<file path="config.mk">
export PLATFORM = sky130hd
export DESIGN_NAME = frame_buffer_write_arbiter_flat
export DESIGN_NICKNAME = d
export VERILOG_FILES = /design/src/rtl/frame_buffer_write_arbiter_if.sv /design/src/rtl/frame_buffer_write_arbiter.sv /design/src/flat_wrapper.sv
export SDC_FILE = /design/constraint.sdc
export NUM_CORES = 1
export LEC_CHECK = 0
export CORE_MARGIN = 2
export CORE_UTILIZATION = 39
export CTS_CLUSTER_SIZE = 10
export DETAILED_ROUTE_END_ITERATION = 7
export GPL_ROUTABILITY_DRIVEN = 0
export MAX_ROUTING_LAYER = met4
export PLACE_DENSITY = 0.86
export SYNTH_ARGS = -nofsm -noshare
export SYNTH_HDL_FRONTEND = slang
export SYNTH_SLANG_ARGS = --single-unit
</file>
<file path="constraint.sdc">
create_clock -name clk -period 4.75 [get_ports clk]
set_input_delay 0.95 -clock clk [delete_from_list [all_inputs] [get_ports clk]]
set_output_delay 0.95 -clock clk [all_outputs]
set_load 0.005 [all_outputs]
</file>
<file path="src/rtl/frame_buffer_write_arbiter_if.sv">
// frame_buffer_write_arbiter_if: drawer request channels and frame_buffer write port
interface frame_buffer_write_arbiter_if #(
    parameter int NUM_CHANNELS = 3,
    parameter int ADDR_WIDTH = 19,
    parameter int PIXEL_WIDTH = 1
);
    logic pause;
    logic [NUM_CHANNELS-1:0] req_valid;
    logic [NUM_CHANNELS-1:0] req_ready;
    logic [NUM_CHANNELS*ADDR_WIDTH-1:0] req_addr;
    logic [NUM_CHANNELS*PIXEL_WIDTH-1:0] req_data;
    logic write_enable;
    logic [ADDR_WIDTH-1:0] write_addr;
    logic [PIXEL_WIDTH-1:0] write_data;
    logic busy;
    logic oob_error;
    modport master (
        output pause, req_valid, req_addr, req_data,
        input req_ready, write_enable, write_addr, write_data, busy, oob_error
    );
    modport slave (
        input pause, req_valid, req_addr, req_data,
        output req_ready, write_enable, write_addr, write_data, busy, oob_error
    );
endinterface

</file>
<file path="src/rtl/frame_buffer_write_arbiter.sv">
// frame_buffer_write_arbiter: merges N drawer pixel streams onto one registered frame_buffer write port
module frame_buffer_write_arbiter #(
    parameter int HOR_ACTIVE_PIXELS = 640,
    parameter int VER_ACTIVE_PIXELS = 480,
    parameter int NUM_CHANNELS = 3,
    parameter int PIXEL_WIDTH = 1,
    parameter int ARB_MODE = 0,
    parameter int BURST_LIMIT = 16
) (
    input logic clk,
    input logic rst,
    frame_buffer_write_arbiter_if.slave bus
);
    localparam int PIXELS_COUNT = HOR_ACTIVE_PIXELS * VER_ACTIVE_PIXELS;
    localparam int ADDR_WIDTH = $clog2(PIXELS_COUNT);
    localparam int CH_WIDTH = NUM_CHANNELS > 1 ? $clog2(NUM_CHANNELS) : 1;
    localparam bit RR = ARB_MODE == 1 && NUM_CHANNELS > 1;

    logic [CH_WIDTH-1:0] ptr_q, ptr_d, last_q, last_d, gnt_idx;
    logic [7:0] cnt_q, cnt_d, cnt_base;
    logic [CH_WIDTH:0] idx;
    logic found, accept, in_range;
    logic [NUM_CHANNELS-1:0] gnt;
    logic [ADDR_WIDTH-1:0] sel_addr;
    logic [PIXEL_WIDTH-1:0] sel_data;
    logic write_enable_q, write_enable_d, oob_error_q, oob_error_d;
    logic [ADDR_WIDTH-1:0] write_addr_q, write_addr_d;
    logic [PIXEL_WIDTH-1:0] write_data_q, write_data_d;

    // Grant search: from the round-robin pointer, or from channel 0 in fixed mode.
    always_comb begin
        found = 1'b0;
        gnt_idx = '0;
        idx = '0;
        for (int k = 0; k < NUM_CHANNELS; k++) begin
            idx = (RR ? {1'b0, ptr_q} : '0) + (CH_WIDTH+1)'(k);
            idx = idx >= (CH_WIDTH+1)'(NUM_CHANNELS) ? idx - (CH_WIDTH+1)'(NUM_CHANNELS) : idx;
            if (!found && bus.req_valid[idx[CH_WIDTH-1:0]]) begin
                found = 1'b1;
                gnt_idx = idx[CH_WIDTH-1:0];
            end
        end
        accept = found & ~bus.pause & ~rst;
        gnt = '0;
        gnt[gnt_idx] = accept;
        sel_addr = '0;
        sel_data = '0;
        for (int k = 0; k < NUM_CHANNELS; k++) begin
            if (gnt_idx == CH_WIDTH'(k)) begin
                sel_addr = bus.req_addr[k*ADDR_WIDTH +: ADDR_WIDTH];
                sel_data = bus.req_data[k*PIXEL_WIDTH +: PIXEL_WIDTH];
            end
        end
        in_range = {1'b0, sel_addr} < (ADDR_WIDTH+1)'(PIXELS_COUNT);
    end

    // A new grantee starts from count 0, so BURST_LIMIT=1 rotates after every beat.
    always_comb begin
        ptr_d = ptr_q;
        cnt_d = cnt_q;
        last_d = last_q;
        cnt_base = gnt_idx == last_q ? cnt_q : 8'd0;
        if (RR && accept) begin
            last_d = gnt_idx;
            cnt_d = cnt_base < 8'(BURST_LIMIT-1) ? cnt_base + 8'd1 : 8'd0;
            ptr_d = cnt_base < 8'(BURST_LIMIT-1) ? gnt_idx :
                    gnt_idx == CH_WIDTH'(NUM_CHANNELS-1) ? '0 : gnt_idx + CH_WIDTH'(1);
        end else if (RR && !bus.pause && !bus.req_valid[last_q]) begin
            cnt_d = 8'd0;
        end
    end

    always_comb begin
        write_enable_d = accept & in_range;
        write_addr_d = accept ? sel_addr : write_addr_q;
        write_data_d = accept ? sel_data : write_data_q;
        oob_error_d = oob_error_q | (accept & ~in_range);
    end

    always_ff @(posedge clk or posedge rst) begin
        if (rst) begin
            ptr_q <= '0;
            cnt_q <= '0;
            last_q <= '0;
            write_enable_q <= 1'b0;
            write_addr_q <= '0;
            write_data_q <= '0;
            oob_error_q <= 1'b0;
        end else begin
            ptr_q <= ptr_d;
            cnt_q <= cnt_d;
            last_q <= last_d;
            write_enable_q <= write_enable_d;
            write_addr_q <= write_addr_d;
            write_data_q <= write_data_d;
            oob_error_q <= oob_error_d;
        end
    end

    assign bus.req_ready = gnt;
    assign bus.write_enable = write_enable_q;
    assign bus.write_addr = write_addr_q;
    assign bus.write_data = write_data_q;
    assign bus.oob_error = oob_error_q;
    assign bus.busy = |bus.req_valid | write_enable_q;
endmodule

</file>
<file path="src/flat_wrapper.sv">
// flat-port wrapper written by rule: the top's interface ports become plain ports
module frame_buffer_write_arbiter_flat 
#(
    parameter int HOR_ACTIVE_PIXELS = 640,
    parameter int VER_ACTIVE_PIXELS = 480,
    parameter int NUM_CHANNELS = 3,
    parameter int PIXEL_WIDTH = 1,
    parameter int ARB_MODE = 0,
    parameter int BURST_LIMIT = 16
)
  (clk, rst, bus_pause, bus_req_valid, bus_req_addr, bus_req_data, bus_req_ready, bus_write_enable, bus_write_addr, bus_write_data, bus_busy, bus_oob_error);
  frame_buffer_write_arbiter_if #(.NUM_CHANNELS(NUM_CHANNELS), .ADDR_WIDTH((19)), .PIXEL_WIDTH(PIXEL_WIDTH)) bus_i ();
  input logic clk;
  input logic rst;
  input wire logic [$bits(bus_i.pause)-1:0] bus_pause;
  input wire logic [$bits(bus_i.req_valid)-1:0] bus_req_valid;
  input wire logic [$bits(bus_i.req_addr)-1:0] bus_req_addr;
  input wire logic [$bits(bus_i.req_data)-1:0] bus_req_data;
  output wire logic [$bits(bus_i.req_ready)-1:0] bus_req_ready;
  output wire logic [$bits(bus_i.write_enable)-1:0] bus_write_enable;
  output wire logic [$bits(bus_i.write_addr)-1:0] bus_write_addr;
  output wire logic [$bits(bus_i.write_data)-1:0] bus_write_data;
  output wire logic [$bits(bus_i.busy)-1:0] bus_busy;
  output wire logic [$bits(bus_i.oob_error)-1:0] bus_oob_error;
  assign bus_i.pause = bus_pause;
  assign bus_i.req_valid = bus_req_valid;
  assign bus_i.req_addr = bus_req_addr;
  assign bus_i.req_data = bus_req_data;
  assign bus_req_ready = bus_i.req_ready;
  assign bus_write_enable = bus_i.write_enable;
  assign bus_write_addr = bus_i.write_addr;
  assign bus_write_data = bus_i.write_data;
  assign bus_busy = bus_i.busy;
  assign bus_oob_error = bus_i.oob_error;
  frame_buffer_write_arbiter #(.HOR_ACTIVE_PIXELS(HOR_ACTIVE_PIXELS), .VER_ACTIVE_PIXELS(VER_ACTIVE_PIXELS), .NUM_CHANNELS(NUM_CHANNELS), .PIXEL_WIDTH(PIXEL_WIDTH), .ARB_MODE(ARB_MODE), .BURST_LIMIT(BURST_LIMIT)) u_core (.clk(clk), .rst(rst), .bus(bus_i));
endmodule
</file>
==> results.toml <==
[placement]
dp_slack_ps = 1053
port_buffers = 91
hpwl_mm = 3.413
dpl.cell_count = 285

[timing]
whs_ps = 491.6
fin_setup_tns_ps = 0
period_minus_slack_ps = 3713
slew_viol_final = 0
worst_pin_slew_ps = 785.4
rsz0062_at_grt = "false"
skew_ps = 0
max_freq_mhz = 269.3
relSlewSlack_pct = 47.64
finalCritPeriodShare_pct = 78.17
setup_viol = 0
hold_viol_final = 0
worst_slack_ps = 1037

[clock_tree]
cts-buffers-inserted = 3
cts_root_buffer = "clkbuf_4"
cts_sinks = 22
cts_tree = "built"
cts_resized = 0
htreeDepth = 1
postCtsSetupRepairBufs = 0
clk_pin_slew_ps = 120
clk_latency_ps = 310
cts_buffer_depth = 2
ctsHoldBuffers = 0

[floorplan]
die_h_um = 63.70
die-area_um2 = 4058
io_pins = 92
start_util_pct = 41.01
rows = 21
core-area_um2 = 3390
die_x_um = 63.70

[setup_path]
cp_slowest_cell = "clkdlybuf4s50_1"
r2r-start = "u_core.bus.oob_error$_DFF_PP0_"
reg2reg_depth = 1
path_delay_family = "buffers and inverters"
r2r-end = "u_core.bus.oob_error$_DFF_PP0_"
r2r_slack_ps = 3980
cp_data_arrival_time_ps = 2760
cp-start-kind = "input pin"
path_cells = "clkdlybuf4s50_1 > nor2b_4 > and2_1 > clkdlybuf4s50_1"
cp_slowest_stage_delay_ps = 910
cp_max_fo = 19
crit_path_end_kind = "output pin"
timing.critical_path.mode_cell = "clkdlybuf4s50_1"
required_ps = 3800
crit_buf_inv = 2
worstSetupPathType = "in2out"
startpoint = "bus_req_valid[1]"

[power_and_ir_drop]
p_clk_share_pct = 18.7
p_leak_nw = 0.9231
p_sw_share_pct = 27.59
comb_power_share_pct = 38.8
p_int_mw = 0.3950
powerDensity_nw_per_um2 = 232.8
p_switching_mw = 0.1505
peakVddDrop_uv = 96.98
pwr-share-seq_pct = 42.5

[detailed_routing]
drtAntennaViolNets = 0
drt-pass1-iter-count = 4
wl_per_cell_um = 14.64
drcViolationCount = 0
drt-vias-per-instance = 5.329
drtIter0Drc = 83
via_count = 1540
drt_wl_total_mm = 4.230

[layout]
diodes = 0
num-nets-final = 310
num-fill-cells = 275
stdcell_count = 289
syn2layout_area_growth_pct = 68.59
final_cell_mix = "clkdlybuf4s50_1, nand2_1, dfrtp_1"
drive_gt1_share_pct = 6.584
mostFrequentLayoutCell = "clkdlybuf4s50_1"

[grt]
grt.total_usage_pct = 22.24
antenna_found_initial = 0
grt_pass1_vias = 1438
overflow = 0
grt_pass1_wl_mm = 6.948
grt_max_degree = 26

[synth]
syn_area_um2 = 1390
synth_area_leader_cell = "dfrtp_1"
synthesis.nets = 225
synth_cells = 159
synth_top_area_share_pct = 39.60
ys_seq_area_share_pct = 39.60
syn_area_per_cell_um2 = 8.743
ys_warn_count = 0
ys_ff_latch = 22
synth.area.top_cells = "dfrtp_1, a221oi_1, nand2_1, a22oi_1, o21ai_0"
synth_cell_types = 30

[hold_path]
worst_hold_path_type = "reg2reg"
hold-path-endpoint = "u_core.bus.write_addr[7]$_DFFE_PP0P_"
hp-start = "u_core.bus.write_addr[7]$_DFFE_PP0P_"
hold-path-cell-count = 2

[outcome]
run_status = "completed"

[job]
drv_cap = 0
power groups by stage:
stage          registers (mW)  clock network (mW)  logic, mW
2_1_floorplan           0.237                   0     0.0767
3_3_place_gp            0.236                   0      0.208
3_5_place_dp            0.236                   0      0.212
4_1_cts                 0.232               0.104      0.212
5_1_grt                 0.237               0.115      0.230
6_report                0.232               0.102      0.211
cell type report:
type	count	area [um^2]	share of cell area, %
repair buffers	94	933.4	39.83
multi-input cells	119	750.7	32.03
flip-flops and latches	22	550.5	23.49
well taps	46	57.56	2.456
clock buffers	4	36.28	1.548
inverters	4	15.01	0.6407
worst max-delay path by stage:
stage | depth (start not counted) | endpoint | slack (ps)
final | 4 | bus_req_ready[1] | 1040
after floorplan | 5 | bus_req_ready[1] | 1840
after CTS | 4 | bus_req_ready[1] | 1050
after global placement | 4 | bus_req_ready[1] | 1050
after global routing | 4 | bus_busy | 910
after detailed placement | 4 | bus_req_ready[1] | 1050
cells by family after synthesis:
| family | count (synthesis) | synth area share [%] |
|---|---|---|
| and+or+nand+nor | 52 | 17.19 |
| muxes | 1 | 0.8100 |
| DFF | 22 | 39.60 |
| buffers and inverters | 18 | 6.390 |
| AOI/OAI and AO/OA | 66 | 36.00 |
metrics by stage:
step	util, %	power (mW)	instance area (um^2)
after floorplan	-	0.3137	1390
after global placement	68.07	0.4439	2307
after detailed placement	68.07	0.4479	2307
after CTS	69.14	0.5483	2344
after global routing	69.14	0.5811	2344
final	69.14	0.5455	2344
worst min-delay path, cell delays in order, from the launching register on:
cell and delay [ps]:
dfrtp_1 360, nand2_1 50, o21ai_0 60
metal layers:
layer	GRT usage (%)	vias to the layer above	routed length, um
met5	-	-	0
met4	8.152	0	61
met3	1.607	6	188
met2	34.74	57	2038
met1	30.41	710	1940
li1	-	767	-
state kept, by name (all words and copies together), names as in the netlist:
signal	count
u_core.bus.write_addr	19
u_core.bus.write_enable	1
u_core.bus.oob_error	1
u_core.bus.write_data	1
synthesized netlist by cell type (all sizes together):
cell type,instances
mux2,1
a211oi,2
o21ai,20
a21oi,8
nor2b,8
dfrtp,22
nor3,3
inv,4
o41ai,1
a32oi,1
a311o,1
nor2,15
a22o,2
nand2b,2
nand2,22
a32o,4
a22oi,9
buf,7
clkbuf,7
and2,2
a221oi,18
(Power assumes the default switching activity.)
